## src/rtl/io_port_unit_if.sv

```systemverilog
// Memory-stage / external-side bus of the I/O port unit.
// slave: the port unit itself; master: memory stage plus external devices.
interface io_port_unit_if;
  logic        wr_en;
  logic [15:0] wr_data;
  logic        rd_en;
  logic        rd_sel;
  logic [15:0] rd_data;
  logic        hold;
  logic [15:0] out_data;
  logic        out_valid;
  logic        out_ready;
  logic [15:0] in_data;
  logic        in_valid;
  logic        in_ready;

  modport slave (
    input  wr_en, wr_data, rd_en, rd_sel, out_ready, in_data, in_valid,
    output rd_data, hold, out_data, out_valid, in_ready
  );

  modport master (
    output wr_en, wr_data, rd_en, rd_sel, out_ready, in_data, in_valid,
    input  rd_data, hold, out_data, out_valid, in_ready
  );
endinterface

```

## src/rtl/io_port_unit.sv

```systemverilog
// Memory-mapped I/O port: stores queue into a DEPTH-entry output FIFO,
// loads read a one-entry input buffer or a status word. hold stalls the
// pipeline when a store meets a full FIFO or a data load finds no input.
module io_port_unit #(
  parameter int unsigned DEPTH = 4
) (
  input  logic           clock,
  input  logic           rst,
  io_port_unit_if.slave  bus
);

  localparam int unsigned AW = $clog2(DEPTH);
  localparam logic [AW:0] DEPTH_C = (AW+1)'(DEPTH);

  logic [15:0]   mem_q [DEPTH];
  logic [AW-1:0] wptr_q, wptr_d;
  logic [AW-1:0] rptr_q, rptr_d;
  logic [AW:0]   count_q, count_d;
  logic [15:0]   in_buf_q, in_buf_d;
  logic          in_full_q, in_full_d;
  logic [7:0]    tx_cnt_q, tx_cnt_d;
  logic [7:0]    rx_cnt_q, rx_cnt_d;

  logic fifo_full;
  logic hold;
  logic push, pop, consume, capture;
  logic [15:0] rd_data;

  assign fifo_full = (count_q == DEPTH_C);

  // Stall decision and the request qualifiers; a stalled cycle performs
  // neither the push nor the consume so the retry is atomic.
  always_comb begin
    hold    = (bus.wr_en && fifo_full) ||
              (bus.rd_en && !bus.rd_sel && !in_full_q);
    push    = bus.wr_en && !fifo_full && !hold;
    consume = bus.rd_en && !bus.rd_sel && in_full_q && !hold;
    pop     = (count_q != '0) && bus.out_ready;
    capture = bus.in_valid && !in_full_q;
  end

  // Load result mux: input word, status word, or zero.
  always_comb begin
    rd_data = '0;
    if (bus.rd_en) begin
      if (bus.rd_sel)
        rd_data = {tx_cnt_q, 6'(count_q), in_full_q, fifo_full};
      else if (in_full_q)
        rd_data = in_buf_q;
    end
  end

  // Next-state for pointers, occupancy, input buffer and counters.
  always_comb begin
    wptr_d    = wptr_q;
    rptr_d    = rptr_q;
    count_d   = count_q;
    in_buf_d  = in_buf_q;
    in_full_d = in_full_q;
    tx_cnt_d  = tx_cnt_q;
    rx_cnt_d  = rx_cnt_q;
    if (push)
      wptr_d = wptr_q + 1'b1;
    if (pop) begin
      rptr_d   = rptr_q + 1'b1;
      tx_cnt_d = tx_cnt_q + 8'd1;
    end
    if (push && !pop)
      count_d = count_q + 1'b1;
    else if (pop && !push)
      count_d = count_q - 1'b1;
    if (capture) begin
      in_buf_d  = bus.in_data;
      in_full_d = 1'b1;
      rx_cnt_d  = rx_cnt_q + 8'd1;
    end else if (consume) begin
      in_full_d = 1'b0;
    end
  end

  // Control state, cleared asynchronously; FIFO storage is not reset.
  always_ff @(posedge clock or posedge rst) begin
    if (rst) begin
      wptr_q    <= '0;
      rptr_q    <= '0;
      count_q   <= '0;
      in_buf_q  <= '0;
      in_full_q <= 1'b0;
      tx_cnt_q  <= '0;
      rx_cnt_q  <= '0;
    end else begin
      wptr_q    <= wptr_d;
      rptr_q    <= rptr_d;
      count_q   <= count_d;
      in_buf_q  <= in_buf_d;
      in_full_q <= in_full_d;
      tx_cnt_q  <= tx_cnt_d;
      rx_cnt_q  <= rx_cnt_d;
    end
  end

  // FIFO storage write.
  always_ff @(posedge clock) begin
    if (push)
      mem_q[wptr_q] <= bus.wr_data;
  end

  assign bus.rd_data   = rd_data;
  assign bus.hold      = hold;
  assign bus.out_data  = mem_q[rptr_q];
  assign bus.out_valid = (count_q != '0);
  assign bus.in_ready  = !in_full_q;

endmodule

```

## src/flat_wrapper.sv

```systemverilog
// flat-port wrapper written by rule: the top's interface ports become plain ports
module io_port_unit_flat 
#(
  parameter int unsigned DEPTH = 4
)
  (clock, rst, bus_wr_en, bus_wr_data, bus_rd_en, bus_rd_sel, bus_out_ready, bus_in_data, bus_in_valid, bus_rd_data, bus_hold, bus_out_data, bus_out_valid, bus_in_ready);
  io_port_unit_if bus_i ();
  input  logic clock;
  input  logic rst;
  input wire logic [$bits(bus_i.wr_en)-1:0] bus_wr_en;
  input wire logic [$bits(bus_i.wr_data)-1:0] bus_wr_data;
  input wire logic [$bits(bus_i.rd_en)-1:0] bus_rd_en;
  input wire logic [$bits(bus_i.rd_sel)-1:0] bus_rd_sel;
  input wire logic [$bits(bus_i.out_ready)-1:0] bus_out_ready;
  input wire logic [$bits(bus_i.in_data)-1:0] bus_in_data;
  input wire logic [$bits(bus_i.in_valid)-1:0] bus_in_valid;
  output wire logic [$bits(bus_i.rd_data)-1:0] bus_rd_data;
  output wire logic [$bits(bus_i.hold)-1:0] bus_hold;
  output wire logic [$bits(bus_i.out_data)-1:0] bus_out_data;
  output wire logic [$bits(bus_i.out_valid)-1:0] bus_out_valid;
  output wire logic [$bits(bus_i.in_ready)-1:0] bus_in_ready;
  assign bus_i.wr_en = bus_wr_en;
  assign bus_i.wr_data = bus_wr_data;
  assign bus_i.rd_en = bus_rd_en;
  assign bus_i.rd_sel = bus_rd_sel;
  assign bus_i.out_ready = bus_out_ready;
  assign bus_i.in_data = bus_in_data;
  assign bus_i.in_valid = bus_in_valid;
  assign bus_rd_data = bus_i.rd_data;
  assign bus_hold = bus_i.hold;
  assign bus_out_data = bus_i.out_data;
  assign bus_out_valid = bus_i.out_valid;
  assign bus_in_ready = bus_i.in_ready;
  io_port_unit #(.DEPTH(DEPTH)) u_core (.clock(clock), .rst(rst), .bus(bus_i));
endmodule
```

## config.mk

```make
export PLATFORM = sky130hd
export DESIGN_NAME = io_port_unit_flat
export DESIGN_NICKNAME = d
export VERILOG_FILES = /design/src/rtl/io_port_unit_if.sv /design/src/rtl/io_port_unit.sv /design/src/flat_wrapper.sv
export SDC_FILE = /design/constraint.sdc
export NUM_CORES = 1
export LEC_CHECK = 0
export CAP_MARGIN = 20
export CORE_ASPECT_RATIO = 0.6
export CORE_MARGIN = 4
export CORE_UTILIZATION = 52
export CTS_CLUSTER_SIZE = 25
export DETAILED_ROUTE_END_ITERATION = 8
export PLACE_DENSITY = 0.79
export SKIP_CTS_REPAIR_TIMING = 1
export SYNTH_ARGS = -nofsm -noshare
export SYNTH_HDL_FRONTEND = slang
export SYNTH_SLANG_ARGS = --single-unit
```

## constraint.sdc

```tcl
create_clock -name clock -period 2.43 [get_ports clock]
set_clock_uncertainty 0.05 [all_clocks]
set_input_delay 0.243 -clock clock [delete_from_list [all_inputs] [get_ports clock]]
set_output_delay 0.243 -clock clock [all_outputs]
set_load 0.005 [all_outputs]
```

==> flow_metrics.env <==
export IMPL_via_per_inst=5.24
export IMPL_wirelength_um=7630
export IMPL_worst_skew_pair_late_latency_ps=340
export IMPL_finalSetupTns_ps=0
export IMPL_synth_top_family_by_area="multiplexers"
export IMPL_antenna_left=0
export IMPL_routabilityCongestion=0.803
export IMPL_grt_overflow_total=0
export IMPL_final_design_area_no_fill_um2=5130
export IMPL_clk_root_buffer_cell="sky130_fd_sc_hd__clkbuf_16"
export IMPL_timing_max_transition_violations_final=0
export IMPL_layout_min_cycle_time_ps=2230
export IMPL_placement_rows=24
export IMPL_grt_most_used_layer="met2"
export IMPL_synth_compound_area_frac=0.0276
export IMPL_mean_post_synth_cell_area_um2=17.1
export IMPL_synth_seq_cells=96
export IMPL_first_global_vias=2317
export IMPL_timing_critical_path_to_type="output port"
export IMPL_cts_num_sinks=96
export IMPL_dr_pass1_iters=4
export IMPL_grt_met2_usage=0.280
export IMPL_worst_setup_path_type="reg -> out"
export IMPL_ys_seq_area_frac=0.691
export IMPL_dp_hpwl_um=5160
export IMPL_clock_tree_from_tritoncts="built"
export IMPL_post_synth_cell_types=34
export IMPL_syn2layout_area_growth_pct=30.1
export IMPL_max_freq_mhz=448
export IMPL_die_y_um=75.4
export IMPL_placeableCoreArea_um2=7330
export IMPL_cts_made_buffers=9
export IMPL_routed_wire_length_per_instance_um=17.9
export IMPL_fin_crit_sh=0.919
export IMPL_dieArea_um2=9080
export IMPL_maxCapViolCount=0
export IMPL_cts_max_path_buffers=2
export IMPL_antenna_found_initial=0
export IMPL_synthesis_nets=276
export IMPL_insertedDiodeCount=0
export IMPL_postPlaceCellArea_um2=4840
export IMPL_timing_max_slew_rel_slack=0.703
export IMPL_cp_data_required_time_ps=2140
export IMPL_grt_setup_unrepaired="no"
export IMPL_num_nets_final=363
export IMPL_initial_utilization=0.538
export IMPL_critPathMaxFanout=10
export IMPL_drt_initial_drc_count=142
export IMPL_worstHoldPathType="in -> async"
export IMPL_vdd_ir_drop_worst_mv=0.617
export IMPL_worstSetupStartpointType="register"
export IMPL_num_vias=2231
export IMPL_timing_final_setup_violations=0
export IMPL_mapped_cell_area_um2=3940
export IMPL_final_cell_mix="sky130_fd_sc_hd__clkdlybuf4s50_1, sky130_fd_sc_hd__edfxtp_1, sky130_fd_sc_hd__dfrtp_1, sky130_fd_sc_hd__mux2_2, sky130_fd_sc_hd__mux4_2"
export IMPL_power_per_cell_area_nw_per_um2=1130
export IMPL_grt_start_max_net_pins=33
export IMPL_synth_simple_area_share=0.0616
export IMPL_layout_drive_gt1_share=0.202
export IMPL_synth_fa_ha_area_frac=0.0241
export IMPL_worst_slew_pin_transition_ps=445
export IMPL_synth_xor_area_frac=0.0289
export IMPL_use_met1=0.254
export IMPL_worst_ep_arrival_time_ps=1940
export IMPL_h_tree_depth=3
export IMPL_grt_first_pass_wirelength_um=12300
export IMPL_synth_mux_area_fraction=0.144
export IMPL_total_leakage_power_nw=1.91
export IMPL_run_status="finished, final reports clean"
export IMPL_hold_violations=0
export IMPL_layout_commonest_cell="sky130_fd_sc_hd__clkdlybuf4s50_1"
export IMPL_pin_count=74
export IMPL_numPortBuffers=73
export IMPL_worst_setup_hold_path_clk_slew_ps=70
export IMPL_drc=0
export IMPL_total_power_mw=5.81
export IMPL_grt_util_met3=0.0638
export IMPL_yosys_warnings=0
export IMPL_synthesis_instances=230
export IMPL_die_w_um=120
export IMPL_grt_total_usage=0.184
cell families after synthesis:
logic type | after synthesis
buf+inv | 18
mux | 34
flops | 96
simple gates | 47
compound gates | 15
xor+xnor | 13
fa+ha+maj | 7
worst paths after layout:
kind | slack [ps] | from | cells past startpoint | endpoint
setup reg to reg | 220 | u_core.count_q[1] | 8 | u_core.count_q[2]
hold reg to reg | 430 | u_core.tx_cnt_q[7] | 1 | u_core.tx_cnt_q[7]
max in group asynchronous | 1790 | rst | 3 | u_core.tx_cnt_q[5]
hold / removal | 230 | rst | 3 | u_core.in_buf_q[3]
min in group clock | 430 | u_core.tx_cnt_q[7] | 1 | u_core.tx_cnt_q[7]
setup / recovery | 200 | u_core.rptr_q[0] | 3 | bus_out_data[11]
per-layer routing:
metal	up-vias	routed length [um]
met4	0	101
met1	1126	3460
li1	1040	-
met3	12	382
met5	-	0
met2	53	3690
metrics by stage:
step	cells	setup WS (ps)	hold WS, ps	utilization
after floorplan	230	259	292	-
after global placement	410	-15.1	412	0.661
after detailed placement	410	-60.2	415	0.661
after CTS	426	143	238	0.700
after global routing	426	83.6	306	0.700
final	426	196	231	0.700
sequential cells by signal, indices dropped and copies added (netlist names):
| name | cells |
|---|---|
| u_core.in_buf_q | 16 |
| u_core.wptr_q | 2 |
| u_core.count_q | 3 |
| u_core.in_full_q | 1 |
| u_core.mem_q | 64 |
| u_core.rptr_q | 2 |
| u_core.tx_cnt_q | 8 |
cell usage after synthesis, drive strengths merged:
library cell  instances  area, um^2
a21o                  1        7.51
a22oi                 9        67.6
mux2                 18         206
nor4                  1        6.26
xnor2                 7        61.3
nor3b                 1        12.5
or3b                  1        8.76
nor3                  3        15.0
edfxtp               64        1920
nor2                 12        45.0
and2                  4        25.0
nand4                 1        6.26
nor2b                 2        12.5
nand3b                3        22.5
nand3                 2        10.0
ha                    6        75.1
clkbuf                4        15.0
xor2                  6        52.6
a211o                 1        8.76
inv                   7        26.3
fa                    1        20.0
and3b                 1        8.76
or3                   1        6.26
nand2                12        45.0
a21oi                 3        15.0
mux4                 16         360
dfrtp                32         801
o31a                  1        10.0
and3                  3        18.8
buf                   7        50.1
where the power goes:
group | internal (mW) | switching (mW) | leakage (nW) | total, mW
sequential | 2.23 | 0.256 | 0.966 | 2.48
combinational | 1.18 | 0.811 | 0.802 | 1.99
clock | 0.791 | 0.551 | 0.144 | 1.34
critical path, cell delays in order, from the launching register on:
cell                              delay, ps
sky130_fd_sc_hd__dfrtp_1                360
sky130_fd_sc_hd__buf_4                  240
sky130_fd_sc_hd__mux4_2                 530
sky130_fd_sc_hd__clkdlybuf4s50_1        470
area by class of cell:
cell class | count | area, um^2
sequential | 96 | 2720
fill | 511 | 2200
clock buffer | 10 | 229
tap | 104 | 130
timing repair buffer | 87 | 836
clock inverter | 6 | 57.6
multi-input combinational | 116 | 1130
inverter | 7 | 26.3
Note: power is estimated with default switching activity, not from simulation.
